**config.mk**
```make
export PLATFORM = sky130hd
export DESIGN_NAME = async_evt_arbiter
export DESIGN_NICKNAME = d
export VERILOG_FILES = /design/src/rtl/async_evt_pkg.sv /design/src/rtl/evt_sync_cell.sv /design/src/rtl/async_evt_arbiter.sv
export SDC_FILE = /design/constraint.sdc
export NUM_CORES = 1
export LEC_CHECK = 0
export CORE_MARGIN = 5
export CORE_UTILIZATION = 50
export DETAILED_ROUTE_END_ITERATION = 7
export GPL_TIMING_DRIVEN = 0
export PLACE_DENSITY = 0.76
export SLEW_MARGIN = 15
export SYNTH_ARGS = -nofsm -noshare
export SYNTH_HDL_FRONTEND = slang
export SYNTH_HIERARCHICAL = 1
export SYNTH_SLANG_ARGS = --single-unit
```
**constraint.sdc**
```tcl
create_clock -name clk -period 1.4 [get_ports clk]
set_input_delay 0.14 -clock clk [delete_from_list [all_inputs] [get_ports clk]]
set_output_delay 0.14 -clock clk [all_outputs]
set_load 0.02 [all_outputs]
```
**src/rtl/async_evt_pkg.sv**
```systemverilog
// Shared types and constants for the asynchronous strobe arbiter.
// Holds the FSM states, the synchronizer reset level and the index-width helper.
package async_evt_pkg;

    typedef enum logic {
        IDLE  = 1'b0,
        OFFER = 1'b1
    } state_t;

    // Strobes idle high, so the synchronizer resets to the inactive level.
    localparam logic SYNC_RST = 1'b1;

    function automatic int idx_width(input int n);
        return (n > 1) ? $clog2(n) : 1;
    endfunction

endpackage

```
**src/rtl/evt_sync_cell.sv**
```systemverilog
// One strobe channel: two-stage synchronizer (negedge then posedge)
// followed by a falling-edge detector on the synchronized level.
module evt_sync_cell
    import async_evt_pkg::*;
(
    input  logic clk,
    input  logic rst_n,
    input  logic i_async,
    output logic o_fall
);

    logic r_s0;
    logic r_s1;
    logic r_prev;

    // Sampling the first stage on the falling edge saves half a cycle of latency.
    always_ff @(negedge clk or negedge rst_n) begin
        if (!rst_n) r_s0 <= SYNC_RST;
        else        r_s0 <= i_async;
    end

    always_ff @(posedge clk or negedge rst_n) begin
        if (!rst_n) begin
            r_s1   <= SYNC_RST;
            r_prev <= SYNC_RST;
        end else begin
            r_s1   <= r_s0;
            r_prev <= r_s1;
        end
    end

    assign o_fall = r_prev & ~r_s1;

endmodule

```
**src/rtl/async_evt_arbiter.sv**
```systemverilog
// Latches falling edges of N asynchronous active-low strobes as pending events
// and hands them one at a time, round-robin, to a valid/ready consumer.
module async_evt_arbiter
    import async_evt_pkg::*;
#(
    parameter  int N  = 4,
    localparam int IW = idx_width(N)
) (
    input  logic          clk,
    input  logic          rst_n,
    input  logic [N-1:0]  async_in,
    input  logic [N-1:0]  en,
    output logic          evt_valid,
    input  logic          evt_ready,
    output logic [IW-1:0] evt_id,
    output logic          evt_ovf,
    output logic [N-1:0]  pend_o
);

    state_t        r_state;
    state_t        w_state_nxt;
    logic [N-1:0]  w_fall_raw;
    logic [N-1:0]  w_fall;
    logic [N-1:0]  w_acc_vec;
    logic [N-1:0]  r_pend;
    logic [N-1:0]  r_ovf;
    logic [IW-1:0] r_ptr;
    logic [IW-1:0] r_evt_id;
    logic [IW-1:0] w_pick;
    logic          w_pick_vld;
    logic          w_acc;

    for (genvar g = 0; g < N; g++) begin : g_sync
        evt_sync_cell u_sync (
            .clk     (clk),
            .rst_n   (rst_n),
            .i_async (async_in[g]),
            .o_fall  (w_fall_raw[g])
        );
    end

    assign w_fall = w_fall_raw & en;
    assign w_acc  = (r_state == OFFER) && evt_ready;

    always_comb begin
        w_acc_vec = '0;
        if (w_acc) w_acc_vec[r_evt_id] = 1'b1;
    end

    // A new edge landing in the acceptance cycle re-arms the channel without counting as lost.
    always_ff @(posedge clk or negedge rst_n) begin
        if (!rst_n) begin
            r_pend <= '0;
            r_ovf  <= '0;
        end else begin
            r_pend <= (r_pend & ~w_acc_vec) | w_fall;
            r_ovf  <= (r_ovf & ~w_acc_vec) | (w_fall & r_pend & ~w_acc_vec);
        end
    end

    // First pending channel at or after r_ptr, wrapping modulo N.
    always_comb begin
        w_pick     = '0;
        w_pick_vld = 1'b0;
        for (int k = 0; k < N; k++) begin
            if (!w_pick_vld && r_pend[IW'((int'(r_ptr) + k) % N)]) begin
                w_pick_vld = 1'b1;
                w_pick     = IW'((int'(r_ptr) + k) % N);
            end
        end
    end

    always_ff @(posedge clk or negedge rst_n) begin
        if (!rst_n) r_state <= IDLE;
        else        r_state <= w_state_nxt;
    end

    always_comb begin
        w_state_nxt = r_state;
        case (r_state)
            IDLE:    if (w_pick_vld) w_state_nxt = OFFER;
            OFFER:   if (evt_ready)  w_state_nxt = IDLE;
            default: w_state_nxt = IDLE;
        endcase
    end

    always_ff @(posedge clk or negedge rst_n) begin
        if (!rst_n) begin
            r_evt_id <= '0;
            r_ptr    <= '0;
        end else begin
            if (r_state == IDLE && w_pick_vld) r_evt_id <= w_pick;
            if (w_acc) r_ptr <= (r_evt_id == IW'(N - 1)) ? '0 : r_evt_id + IW'(1);
        end
    end

    always_comb begin
        evt_valid = 1'b0;
        evt_ovf   = 1'b0;
        if (r_state == OFFER) begin
            evt_valid = 1'b1;
            evt_ovf   = r_ovf[r_evt_id];
        end
    end

    assign evt_id = r_evt_id;
    assign pend_o = r_pend;

endmodule

```
# Word-level counts from Yosys, hierarchy flattened
# Index checks and enable logic that the tools add are counted.
# totals
regBits,25
out_inout_bits,8
wordCells,85
# classes
addsub,4
magnitude_cmp,6
eq_ne,1
mux,31
bitwise_logic,17
reduce_logical,9
# op_table
cell,n
AND 4 bit,5
2-to-1 mux 1 bit,18
< comparator 2 x 4 -> 1 bit (second input constant),4
binary-select mux 1 bit (select 2 bit),5
2-to-1 mux 2 bit,5
OR 4 bit,2
logical AND 1 bit,6
NOT 1 bit,5
adder 2 x 1 -> 2 bit (second input constant),2
adder 2 bit (second input constant),2
AND 1 bit,4
2-to-1 mux 4 bit,1
NOT 4 bit,1
zero test 1 bit,3
< comparator 2 x 3 -> 1 bit (second input constant),1
demux 1 bit (select 2 bit),1
== test 2 bit (second input constant),1
>= comparator 2 x 1 -> 1 bit (second input constant),1
one-hot mux 1 bit (2 select lines),1

# Logic depth before layout (Yosys ltp)
# depth
word_depth,15
ltp_mapped,5
mapped_depth_nobuf,4

# Modules after synthesis
# The synthesis kept the hierarchy.
# modules_own_cells
mod,n_inst,cells_each,area_per_inst_um2,seq_area_each_um2
async_evt_arbiter,1,67,724.4,325.3
evt_sync_cell,4,5,96.3,78.8

==> metrics.cfg <==
[floorplanning]
rows=17
design.die.area_um2=3260
floorplan.initialDensity_pct=51.2
fp.dieH_um=57.1
die_width_um=57.1
design.core.area_um2=2170
io_pins=19

[critical_path]
crit_path_top_delay_cell=sky130_fd_sc_hd__mux4_2
cp_cell_sequence=mux4_2 -> and2_4 -> buf_6
r2r.worst_path.cells=5
r2r-end=r_ptr[1]
worst-endpoint-arrival_ns=1.47
rr_startpoint=evt_id[0]
critical_path_class=reg -> out
slowest_delay_ns=0.49
timing.critical_path.fanout_max=2
r2r_slack_ns=0.05
cp_data_required_time_ns=1.26
cp-start-kind=flop
critPathCaptureType=primary output

[route]
detail_route.wl_per_cell_um=14.5
num_vias=742
detail_route.vias_per_cell=5.26
drc_errors=0
postRouteWirelength_um=2050
drt-initial-drc-count=18
first_pass_iters=5
final_antenna_net_count=0

[global_route]
number_of_antenna_violations_at_the_first_check_in_global_routing=0
groute.usage.overall_pct=13.5
grt_pass1_wl_um=3370
top_usage_layer=met2
grt_start_max_net_pins=26
first_global_vias=704
met3_routing_resource_usage_after_global_routing_pct=2.26
grt_overflow=0
global_route.usage.met2_pct=21.4
use_met1_pct=17.9

[finish]
fin_area_um2=1420
stdcell_count=141
final_nets=129
antenna-diode-count=0
areaGrowthSynthToFinish_pct=28.2
layout_cell_share_with_drive_strength_beyond_1_pct=34.5

[synth]
synthTopCellsByArea=sky130_fd_sc_hd__dfrtp_1 (29%), sky130_fd_sc_hd__dfstp_2 (28%), sky130_fd_sc_hd__nor2b_4 (5.0%)
postSynthCellCount=87
area_share_of_the_leading_cell_type_in_the_synthesized_netlist_pct=29.3
synth-edff-count=0
synth_ff_type=sky130_fd_sc_hd__dfrtp_1
synthXorXnorAreaFrac_pct=0
synth_area_leader_cell=sky130_fd_sc_hd__dfrtp_1
net_count_after_synthesis=102
synth_cell_type_count=28
post_synth_most_frequent_cells=sky130_fd_sc_hd__dfrtp_1 (13), sky130_fd_sc_hd__dfstp_2 (12), sky130_fd_sc_hd__inv_1 (8)
synth_adder_area_share_pct=4.51
synth_top_family_by_area=simple AND/OR/NAND/NOR gates
synth_simple_gate_area_share_pct=16.9
synth.ff_latch_count=25
mux_contribution_to_synthesized_area_pct=4.06
most_numerous_cell_in_the_yosys_netlist=sky130_fd_sc_hd__dfrtp_1
syn-mean-instance-area_um2=12.8
seq_area_frac_synth_pct=57.7
asyncSetResetFlopFracSynth_pct=100
synthesis.area_um2=1110
syn_warnings=6
synth_area_in_compound_gates_pct=12.1

[power]
cellLeakagePower_uw=0.000625
power_per_cell_area_nw_per_um2=2020
worst_ir_drop_vdd_mv=1.37
totalPowerFinal_uw=2880

[run_status]
outcome=finished, violations left
failed_checks=negative setup slack

[min_path]
min_from=g_sync[3].u_sync/r_s1
hold_path_end=g_sync[3].u_sync/r_prev
holdPathStages=0
hold_path_class=reg -> reg

[timing]
timing.final.crit_period_ns=1.61
timing.slew.headroom_pct=59.4
timing.fmax_mhz=619
timing.final.crit_share_pct=115
worst_pin_slew_ns=0.608
final_max_slew_viol_count=0
setup-tns-final_ns=-0.214
setup_slack_ns=-0.214
setup_viol_count_final=1
hold_violations=0
skew_ns=0.0561
grt_setup_unrepaired=true

[clock_network]
worst_skew_pair.late_latency_ns=0.37
clock-sinks=25
clock-root-buffer=sky130_fd_sc_hd__clkbuf_4
cts_tree=yes
tritoncts.num_buffers=3
cts.clk_slew.worst_paths_ns=0.13
maximum_buffer_depth_of_the_clock_tree=2
h-tree-depth=1

[placed_design]
gp_congestion=0.837
placed_cell_area_um2=1330
placed_cells_incl_taps=133
hpwl_reported_at_the_end_of_detailed_placement_um=1420
placement.io_buffers=18
preCtsSetupSlack_ns=-0.574

[run]
timing.max_cap.violations=0

==> state kept, by name (all words and copies together) (netlist names) <==
signal / cells
g_sync.u_sync/r_prev: 4
r_ovf: 4
r_state: 1
g_sync.u_sync/r_s1: 4
g_sync.u_sync/r_s0: 4
evt_id: 2
pend_o: 4
r_ptr: 2
==> worst max-delay path: cells and delay by family, from the launching register on <==
kind | cells | cell delay [ns]
buffers and inverters | 1 | 0.12
muxes | 1 | 0.49
and+or+nand+nor | 1 | 0.15
DFF | 1 | 0.40
==> cells in the final DEF (no fill, tap or decap), types with 2 or more instances in the layout <==
cell type                          n
sky130_fd_sc_hd__dlygate4sd3_1     2
sky130_fd_sc_hd__nor2_1            2
sky130_fd_sc_hd__nand2b_1          3
sky130_fd_sc_hd__o21ai_0           2
sky130_fd_sc_hd__buf_4             2
sky130_fd_sc_hd__a21oi_1           6
sky130_fd_sc_hd__nand2_1           6
sky130_fd_sc_hd__dfrtp_2           4
sky130_fd_sc_hd__a22o_1            4
sky130_fd_sc_hd__ha_1              3
sky130_fd_sc_hd__clkbuf_4          3
sky130_fd_sc_hd__inv_1             7
sky130_fd_sc_hd__dfstp_2          12
sky130_fd_sc_hd__clkdlybuf4s50_1   9
sky130_fd_sc_hd__nor4bb_1          2
sky130_fd_sc_hd__buf_6             3
sky130_fd_sc_hd__dfrtp_1           9
sky130_fd_sc_hd__dlygate4sd2_1     5
sky130_fd_sc_hd__nor2b_4           4
sky130_fd_sc_hd__a31oi_1           4
==> report_power, final <==
group / total [uW] / internal, uW / switching [uW]
logic: 1150 / 589 / 560
registers: 1190 / 940 / 253
clock network: 534 / 304 / 230
==> area by class of cell <==
| class | count | area, um^2 |
|---|---|---|
| Fill cell | 173 | 747 |
| Multi-Input combinational cell | 52 | 432 |
| Sequential cell | 25 | 646 |
| Buffer | 2 | 22.5 |
| Clock inverter | 5 | 45.0 |
| Inverter | 4 | 17.5 |
| Timing Repair Buffer | 22 | 203 |
| Clock buffer | 3 | 22.5 |
| Tap cell | 28 | 35.0 |
==> routing by layer <==
metal / up-vias / part of all wire, %
li1: 358 / -
met1: 358 / 43
met2: 22 / 50
met3: 4 / 5.3
met4: 0 / 2.0
met5: - / 0
==> logic make-up (layout without fill, tap and decap cells) <==
| group | count (synthesis) | in the layout |
|---|---|---|
| buffers and inverters | 10 | 36 |
| adders and majority gates | 4 | 4 |
| and+or+nand+nor | 25 | 25 |
| AOI/OAI and AO/OA | 20 | 20 |
| DFF | 25 | 25 |
| muxes | 3 | 3 |
==> worst max path at each step <==
stage,startpoint,endpoint,slack [ns],cells after the start
2_1_floorplan,evt_id[0],evt_ovf,0.08,2
3_3_place_gp,rst_n,g_sync[3].u_sync/r_s0,-0.56,1
3_5_place_dp,rst_n,g_sync[3].u_sync/r_s0,-0.57,1
4_1_cts,evt_id[0],evt_ovf,-0.23,3
5_1_grt,evt_id[0],evt_ovf,-0.27,3
6_report,evt_id[0],evt_ovf,-0.21,3
==> stage by stage <==
stage	hold WS, ns	util, %
2_1_floorplan	-0.156	-
4_1_cts	0.132	63.8
5_1_grt	0.397	65.6
3_3_place_gp	0.374	61.1
3_5_place_dp	0.376	61.1
6_report	0.393	65.6
==> timing repair <==
| action | in CTS | in global routing |
|---|---|---|
| pin swaps | 1 | 0 |
| setup buffers | 1 | 1 |
| setup endpoints to repair | 12 | 3 |
| resized for setup | 17 | 6 |
| hold buffers | 0 | 2 |
| endpoints found under the hold margin | 0 | 13 |
No activity file was read; power rests on OpenSTA's default activity.
